## src/rtl/event_part_pkg.sv

```systemverilog
// Shared types and constants for the xPart/yPart event-pair receive path.
package event_part_pkg;

    typedef enum logic [1:0] {
        IDLE    = 2'd0,
        COLLECT = 2'd1,
        HOLD    = 2'd2
    } state_e;

    localparam logic [1:0] BKT_ZERO = 2'd0;
    localparam logic [1:0] BKT_LOW  = 2'd1;
    localparam logic [1:0] BKT_MID  = 2'd2;
    localparam logic [1:0] BKT_HIGH = 2'd3;

    localparam logic MODE_SUM = 1'b0;
    localparam logic MODE_INV = 1'b1;

endpackage

```

## src/rtl/part_range_classify.sv

```systemverilog
// Combinational range-bucket tag for a decoded word; also usable on the transmit side.
module part_range_classify
    import event_part_pkg::*;
#(
    parameter int unsigned WIDTH = 8,
    parameter logic [7:0]  TH1   = 8'd16,
    parameter logic [7:0]  TH2   = 8'd64
) (
    input  logic [WIDTH:0] data_i,
    output logic [1:0]     bucket_o
);

    // Compare at the wider of the data and threshold widths so thresholds are never truncated.
    localparam int unsigned CMPW = (WIDTH + 1 > 8) ? WIDTH + 1 : 8;

    logic [CMPW-1:0] val;
    logic [CMPW-1:0] t1;
    logic [CMPW-1:0] t2;

    assign val = CMPW'(data_i);
    assign t1  = CMPW'(TH1);
    assign t2  = CMPW'(TH2);

    always_comb begin
        bucket_o = BKT_HIGH;
        if (val == '0) begin
            bucket_o = BKT_ZERO;
        end else if (val <= t1) begin
            bucket_o = BKT_LOW;
        end else if (val <= t2) begin
            bucket_o = BKT_MID;
        end
    end

endmodule

```

## src/rtl/event_part_decoder.sv

```systemverilog
// Rebuilds operand words from serial (x, y, c) event pairs, LSB first, and tags the result range.
module event_part_decoder
    import event_part_pkg::*;
#(
    parameter int unsigned WIDTH = 8,
    parameter logic [7:0]  TH1   = 8'd16,
    parameter logic [7:0]  TH2   = 8'd64
) (
    input  logic             clk,
    input  logic             rst_n,
    input  logic             in_valid,
    input  logic             in_x,
    input  logic             in_y,
    input  logic             in_c,
    output logic             in_ready,
    output logic             out_valid,
    input  logic             out_ready,
    output logic             out_mode,
    output logic [WIDTH:0]   out_data,
    output logic [WIDTH-1:0] out_mask,
    output logic [1:0]       out_bucket,
    output logic             out_err
);

    localparam int unsigned CW = (WIDTH > 2) ? $clog2(WIDTH) : 1;

    state_e           state_q, state_d;
    logic [CW-1:0]    cnt_q, cnt_d;
    logic [WIDTH-1:0] x_q, x_d, y_q, y_d;
    logic             mode_q, mode_d;
    logic             err_q, err_d;
    logic [WIDTH:0]   data_q, data_d;
    logic [WIDTH-1:0] mask_q, mask_d;
    logic [1:0]       bkt_q, bkt_d;

    logic [WIDTH-1:0] x_ins, y_ins;
    logic [WIDTH:0]   dec_data;
    logic [WIDTH-1:0] dec_mask;
    logic [1:0]       dec_bkt;
    logic             accept;

    assign in_ready   = (state_q != HOLD) || out_ready;
    assign out_valid  = (state_q == HOLD);
    assign accept     = in_valid && in_ready;
    assign out_mode   = mode_q;
    assign out_err    = err_q;
    assign out_data   = data_q;
    assign out_mask   = mask_q;
    assign out_bucket = bkt_q;

    // Decode from the shift registers with the current beat merged in, so the last beat needs no extra cycle.
    always_comb begin
        x_ins        = x_q;
        y_ins        = y_q;
        x_ins[cnt_q] = in_x;
        y_ins[cnt_q] = in_y;
        if (mode_q == MODE_SUM) begin
            dec_data = ({1'b0, x_ins} << 1) + {1'b0, y_ins};
            dec_mask = '0;
        end else begin
            dec_data = {1'b0, ~y_ins};
            dec_mask = ~y_ins;
        end
    end

    part_range_classify #(
        .WIDTH (WIDTH),
        .TH1   (TH1),
        .TH2   (TH2)
    ) u_classify (
        .data_i   (dec_data),
        .bucket_o (dec_bkt)
    );

    always_comb begin
        state_d = state_q;
        cnt_d   = cnt_q;
        x_d     = x_q;
        y_d     = y_q;
        mode_d  = mode_q;
        err_d   = err_q;
        data_d  = data_q;
        mask_d  = mask_q;
        bkt_d   = bkt_q;

        case (state_q)
            COLLECT: begin
                if (accept) begin
                    x_d = x_ins;
                    y_d = y_ins;
                    if (in_c != mode_q) begin
                        err_d = 1'b1;
                    end
                    if (cnt_q == CW'(WIDTH - 1)) begin
                        data_d  = dec_data;
                        mask_d  = dec_mask;
                        bkt_d   = dec_bkt;
                        cnt_d   = '0;
                        state_d = HOLD;
                    end else begin
                        cnt_d = cnt_q + 1'b1;
                    end
                end
            end
            HOLD: begin
                if (out_ready) begin
                    state_d = IDLE;
                end
            end
            default: ;
        endcase

        // Beat 0 may arrive from IDLE or in the same cycle a held word is handed off.
        if (accept && (state_q != COLLECT)) begin
            x_d     = '0;
            y_d     = '0;
            x_d[0]  = in_x;
            y_d[0]  = in_y;
            mode_d  = in_c;
            err_d   = 1'b0;
            cnt_d   = CW'(1);
            state_d = (WIDTH == 1) ? HOLD : COLLECT;
        end
    end

    always_ff @(posedge clk or negedge rst_n) begin
        if (!rst_n) begin
            state_q <= IDLE;
            cnt_q   <= '0;
            x_q     <= '0;
            y_q     <= '0;
            mode_q  <= 1'b0;
            err_q   <= 1'b0;
            data_q  <= '0;
            mask_q  <= '0;
            bkt_q   <= '0;
        end else begin
            state_q <= state_d;
            cnt_q   <= cnt_d;
            x_q     <= x_d;
            y_q     <= y_d;
            mode_q  <= mode_d;
            err_q   <= err_d;
            data_q  <= data_d;
            mask_q  <= mask_d;
            bkt_q   <= bkt_d;
        end
    end

endmodule

```

## config.mk

```make
export PLATFORM = sky130hd
export DESIGN_NAME = event_part_decoder
export DESIGN_NICKNAME = d
export VERILOG_FILES = /design/src/rtl/event_part_pkg.sv /design/src/rtl/part_range_classify.sv /design/src/rtl/event_part_decoder.sv
export SDC_FILE = /design/constraint.sdc
export NUM_CORES = 1
export LEC_CHECK = 0
export BUFFER_PORTS_ARGS = -buffer_cell sky130_fd_sc_hd__buf_2
export CORE_UTILIZATION = 53
export CTS_CLUSTER_SIZE = 10
export DETAILED_ROUTE_END_ITERATION = 7
export PLACE_DENSITY_LB_ADDON = 0.3
export SYNTH_ARGS = -nofsm -noshare
export SYNTH_HDL_FRONTEND = slang
export SYNTH_SLANG_ARGS = --single-unit
```

## constraint.sdc

```tcl
create_clock -name clk -period 2.92 [get_ports clk]
set_input_delay 0.584 -clock clk [delete_from_list [all_inputs] [get_ports clk]]
set_output_delay 0.584 -clock clk [all_outputs]
set_load 0.01 [all_outputs]
```

After elaboration in Yosys (flattened, before gate mapping)
Cells that the tools add are included.
Storage, ports and cells
  input port bits: 7
  bits in registers: 42
  output and inout bits: 23
  word-level logic and storage cells: 66
Cells by class
  order comparisons: 4
  muxes and demuxes: 28
  bitwise logic cells: 1
  add/subtract/negate cells: 2
  equal/unequal tests: 9
  reductions and logical operators: 13
Operator list (number)
  8-bit two-way mux: 7
  8-bit bitwise mux: 2
  2-bit two-way mux: 6
  3-bit two-way mux: 4
  9-bit by 8-bit adder with 9-bit output: 1
  9-bit by 5-bit less-or-equal comparator with 1-bit output (second input constant): 1
  9-bit by 7-bit less-or-equal comparator with 1-bit output (second input constant): 1
  9-bit zero test: 1
  9-bit two-way mux: 1
  8-bit NOT: 1
  1-bit two-way mux: 6
  3-bit inequality test (second input constant): 2
  3-bit AND reduction: 2
  2-bit nonzero test: 3
  3-bit by 4-bit less-than comparator with 1-bit output (second input constant): 1
  2-bit one-hot mux with 2 select lines: 1
  4-bit AND reduction: 1
  3-bit by 1-bit adder with 3-bit output (second input constant): 1
  1-bit demux with 3-bit select: 1
  3-bit == test (second input constant): 1
  3-bit by 1-bit greater-or-equal comparator with 1-bit output (second input constant): 1
  1-bit logical AND: 3
  3-bit by 1-bit inequality test with 1-bit output (second input constant): 1
  3-bit nonzero test: 1
  7 further kinds: 7

Depth between registers and ports, before layout
  depth in word-level cells: 11
  gate-level depth with buffers: 13
  mapped depth without buffers: 12

Modules after synthesis
A second synthesis with hierarchy kept.
Second synthesis, totals
  cells, all modules: 260
  area, all modules: 2467.4 um^2
Modules (own cells, without submodules)
  event_part_decoder: cells each 251, instances 1, sequential area each 1051.0 um^2, area each 2414.8 um^2
  part_range_classify: cells each 9, instances 1, sequential area each 0.0 um^2, area each 52.6 um^2

Worst setup path after synthesis
OpenSTA, ideal clock, no wires.
  path type: input to register
  from: input in_x
  to: register bkt_q[1] (netlist: out_bucket[1])
  data arrival time: 2909 ps
  stages on the path: 12
  library setup time: 145 ps
  data required time: 2775 ps
  slack: -134 ps
  path through: clkbuf_1 > and4bb_2 > a21o_1 > xnor2_1 > ha_1 > a211oi_1 > a2111oi_2 > nor4_1 > nor4_1 > nand2_1 > o21ai_1 > a41oi_1
Between the ends
  word-level cells in the longest chain between the ends: 6
  elaborated cells between the ends (all ways): 7
  those cells by class: add/sub: 1; order compare: 1; mux: 4; reduce/logical: 1
RTL lines
  from (decl): RTL line event_part_decoder.sv:12  | input logic in_x,
  8-bit bitwise mux (*): RTL line event_part_decoder.sv:55  | x_ins[cnt_q] = in_x;
  9-bit by 8-bit adder with 9-bit output (*): RTL line event_part_decoder.sv:58  | dec_data = ({1'b0, x_ins} << 1) + {1'b0, y_ins};
  9-bit two-way mux (*): RTL line event_part_decoder.sv:57  | if (mode_q == MODE_SUM) begin
  9-bit by 5-bit less-or-equal comparator with 1-bit output: RTL line part_range_classify.sv:28  | end else if (val <= t1) begin
  2-bit two-way mux: RTL line part_range_classify.sv:28
  2-bit two-way mux (*): RTL line part_range_classify.sv:26  | if (val == '0) begin
  to (signal assigned): RTL line event_part_decoder.sv:146  | bkt_q <= bkt_d;
  to (decl): RTL line event_part_decoder.sv:34  | logic [1:0] bkt_q, bkt_d;
Every way passes the cells marked *; elsewhere a longest branch is shown, timed or not.
A chain may end at the register's enable or synchronous reset.

Worst setup path in the final report
  from: register cnt_q[2]
  to: register bkt_q[1] (netlist: out_bucket[1])
Between the ends
  word-level cells in the longest chain between the ends: 10
  elaborated cells between the ends (all ways): 16
  those cells by class: add/sub: 1; order compare: 3; eq/ne: 1; mux: 7; bitwise: 1; reduce/logical: 3
RTL lines
  from (decl): RTL line event_part_decoder.sv:28  | logic [CW-1:0] cnt_q, cnt_d;
  from (signal assigned): RTL line event_part_decoder.sv:139  | cnt_q <= cnt_d;
  3-bit by 4-bit less-than comparator with 1-bit output (implied by the code) / 3-bit by 1-bit greater-or-equal comparator with 1-bit output (equally long branches): RTL line event_part_decoder.sv:55, event_part_decoder.sv:56
  1-bit logical AND (implied by the code): RTL line event_part_decoder.sv:55, event_part_decoder.sv:56
  1-bit two-way mux (implied by the code): RTL line event_part_decoder.sv:55, event_part_decoder.sv:56
  1-bit demux with 3-bit select: RTL line event_part_decoder.sv:55, event_part_decoder.sv:56
  8-bit bitwise mux, on equally long branches: RTL line event_part_decoder.sv:56, event_part_decoder.sv:55
  9-bit by 8-bit adder with 9-bit output / 8-bit NOT (equally long branches): RTL line event_part_decoder.sv:58, event_part_decoder.sv:61
  9-bit two-way mux: RTL line event_part_decoder.sv:57
  9-bit by 5-bit less-or-equal comparator with 1-bit output: RTL line part_range_classify.sv:28
  2-bit two-way mux: RTL line part_range_classify.sv:28
  2-bit two-way mux: RTL line part_range_classify.sv:26
Several ways; a longest one is shown, not always the timed one.

==> metrics <==
status finished, violations left; failing checks negative setup slack; drt initial violations 201; area grow syn2layout 29.1%; net switching power 1480 uW; share of post-route cells with drive strength above 1 0.358; Critical Path End Type flip-flop; Rel. slew slack 0.377; Post-Place Cells 411; Crit path arrival time 3.22 ns; die width 73.6 um; Design Area, Final 0.00351 sq mm; largest net degree at the start of global routing 43; Reg clk slew, reported paths 0.09 ns; P_leak 0.00170 uW; Synth cell types 60; H-Tree Depth 2; initial antenna violation count 0; most frequent cells in the layout nand2_1, buf_4, dfrtp_1; RSZ-0062 raised after global routing yes; crit path cell chain buf_6 -> buf_6 -> nor4bb_4 -> a21oi_4 -> xnor2_2 -> ha_4 -> a211oi_4 -> a2111oi_4 -> nor3_2 -> nor3_2 -> xnor2_2 -> buf_4 -> a41oi_2; drt drc 0; Starting Density 0.564; die area 0.00542 sq mm; Comb pwr share 0.626; commonest non-fill, non-tap cell in the layout nand2_1; Max Clock Freq 327 MHz; ys async rst share 1.00; IO buf count 29; Overall Global Routing Usage 0.268; met1 Usage GRT 0.345; post-synth top area cell dfrtp_1; GP Congestion 0.877; Hold Path Class input port to async pin; Routed WL 7050 um; Final nets 379; Area contributors post-synth dfrtp_1, nand2_1, o21ai_0; Synth Instances 299; routed vias/inst 5.79; Seq cells post-synth 42; Total Power 3470 uW; Post-synth top flop dfrtp_1; Final Non-Filler Cells 430; Worst Skew 0.00721 ns; Sink Count 42; root buffer cell clkbuf_8; GR Layer Usage met3 0.0453; CP Data Required Time 3.08 ns; Top Ports 30; Max stage delay cell, worst path dfrtp_2; EDFF count, synth 0; CP startpoint kind flip-flop; CTS max path bufs 2; CP max stage delay 0.45 ns; post-route core utilization 0.728; first-pass GRT wire length 10800 um; Netlist Area Pre-Place 0.00272 sq mm; total internal power 1990 uW; Die Y 73.6 um; Syn Nets 316; clock share of power 0.116; Sw Ratio 0.427; PwrDens 988 mW/mm^2; placed cell areas 0.00319 sq mm; Hold Vio Cnt, Final 0; Final setup viols 3; fin crit period 3.06 ns; CTS tree done; latest clock arrival within the worst-skew pair 0.30 ns; peak supply drop 577 uV; grt ovf 0; antenna-violating nets left 0; cell row count 25; register area share after synthesis 0.387; hpwl dp 4640 um; n_diodes 0; Final Cycle Share 1.05; Ys Warns 0; slack of the critical path -0.136 ns; vias post-DR 2489; max_cap viols 0; Avg Inst Size Synth 9.09 sq um; vias in the first global route 2332; core area 0.00482 sq mm; post-synth top area share 0.387; CP Max Fanout 5; Reg power frac 0.258; critical path class flip-flop to flip-flop; routed length per instance 16.4 um; Hold-fix buffers, CTS 0; GRT Max-Usage Layer met2; CTS Buf Count 5; GRT met2 Usage 0.444; First-pass DRT Iterations 4; count of pins over their slew limit 0; actual transition at the worst max-transition pin 0.934 ns
## registers in the layout, indices dropped and copies added (netlist names)
signal,count
state_q,2
cnt_q,3
out_mode,1
out_bucket,2
out_data,9
out_mask,8
y_q,8
x_q,8
out_err,1
## logic make-up (layout without fill, tap and decap cells)
group | Yosys count | after routing | synth area share
fa+ha+maj | 11 | 11 | 0.0502
simple gates | 129 | 129 | 0.246
flops | 42 | 42 | 0.387
xor+xnor | 8 | 8 | 0.0308
buf+inv | 28 | 92 | 0.0456
mux | 19 | 19 | 0.0889
compound gates | 62 | 62 | 0.152
## what timing repair did
| item | CTS | global route |
|---|---|---|
| setup buffers | 2 | 9 |
| pin swaps | 10 | 18 |
| setup endpoints to repair | 2 | 4 |
| cloned | 0 | 0 |
| gates resized for setup | 9 | 20 |
## power by group through the flow
stage | logic (uW) | registers, uW | clock network (uW)
after global placement | 1790 | 880 | 0
after detailed placement | 1830 | 888 | 0
after floorplan | 1260 | 897 | 0
after CTS | 1950 | 882 | 413
final | 2170 | 894 | 403
after global routing | 2340 | 916 | 438
## Yosys cell counts, types with 3 or more instances
library cell / number
mux2i_1: 8
nand2_1: 57
dfrtp_1: 42
nor2_1: 16
nand2b_1: 5
inv_1: 9
nor3_1: 9
nor4_1: 4
nand3_1: 14
clkbuf_1: 11
nand4_1: 3
ha_1: 10
mux2i_4: 3
and3_1: 3
xnor2_1: 5
mux2_2: 7
a21o_1: 3
o21ai_0: 26
buf_2: 3
a21oi_1: 8
## layout make-up
class | instances | area (sq um)
repair buffers | 73 | 490
inverters | 11 | 41.3
fillers | 359 | 1310
clock inverters | 2 | 12.5
clock buffers | 6 | 82.6
well taps | 67 | 83.8
multi-input cells | 229 | 1740
flip-flops and latches | 42 | 1050
## metal layers
| layer | part of all wire | routed length (um) | up-vias |
|---|---|---|---|
| li1 | - | - | 1194 |
| met1 | 0.43 | 3030 | 1189 |
| met2 | 0.49 | 3450 | 84 |
| met3 | 0.045 | 319 | 22 |
| met4 | 0.034 | 242 | 0 |
| met5 | 0 | 0 | - |
## critical path, delay by kind of cell, from the launching register on
family / cells / cell delay, ns
adder cells (fa/ha/maj): 1 / 0.21
buffers and inverters: 3 / 0.44
XOR/XNOR: 2 / 0.44
AND/OR/NAND/NOR: 3 / 0.71
AO/OA/AOI/OAI: 4 / 0.67
flip-flops: 1 / 0.45
## per-stage QoR
step           setup TNS (ns)  hold WS, ns  setup slack (ns)
3_5_place_dp          -0.0647        0.453           -0.0347
3_3_place_gp                0        0.446            0.0319
2_1_floorplan         -0.0351        0.288           -0.0351
4_1_cts                     0        0.466            0.0168
6_report               -0.254        0.422            -0.136
5_1_grt                -0.606        0.491            -0.221
## final timing paths
check	to	slack [ns]	start	depth (start not counted)
setup / recovery	out_bucket[1]$_DFFE_PN0P_	-0.14	cnt_q[2]$_DFFE_PN0P_	13
hold / removal	x_q[3]$_DFFE_PN0P_	0.42	rst_n	1
setup reg to reg	out_bucket[1]$_DFFE_PN0P_	-0.14	cnt_q[2]$_DFFE_PN0P_	13
hold reg to reg	out_mask[6]$_DFFE_PN0P_	0.47	out_mask[6]$_DFFE_PN0P_	2
max in group asynchronous	cnt_q[2]$_DFFE_PN0P_	1.86	rst_n	1
min in group clk	out_mask[6]$_DFFE_PN0P_	0.47	out_mask[6]$_DFFE_PN0P_	2
Power figures use the tool's default switching activity.
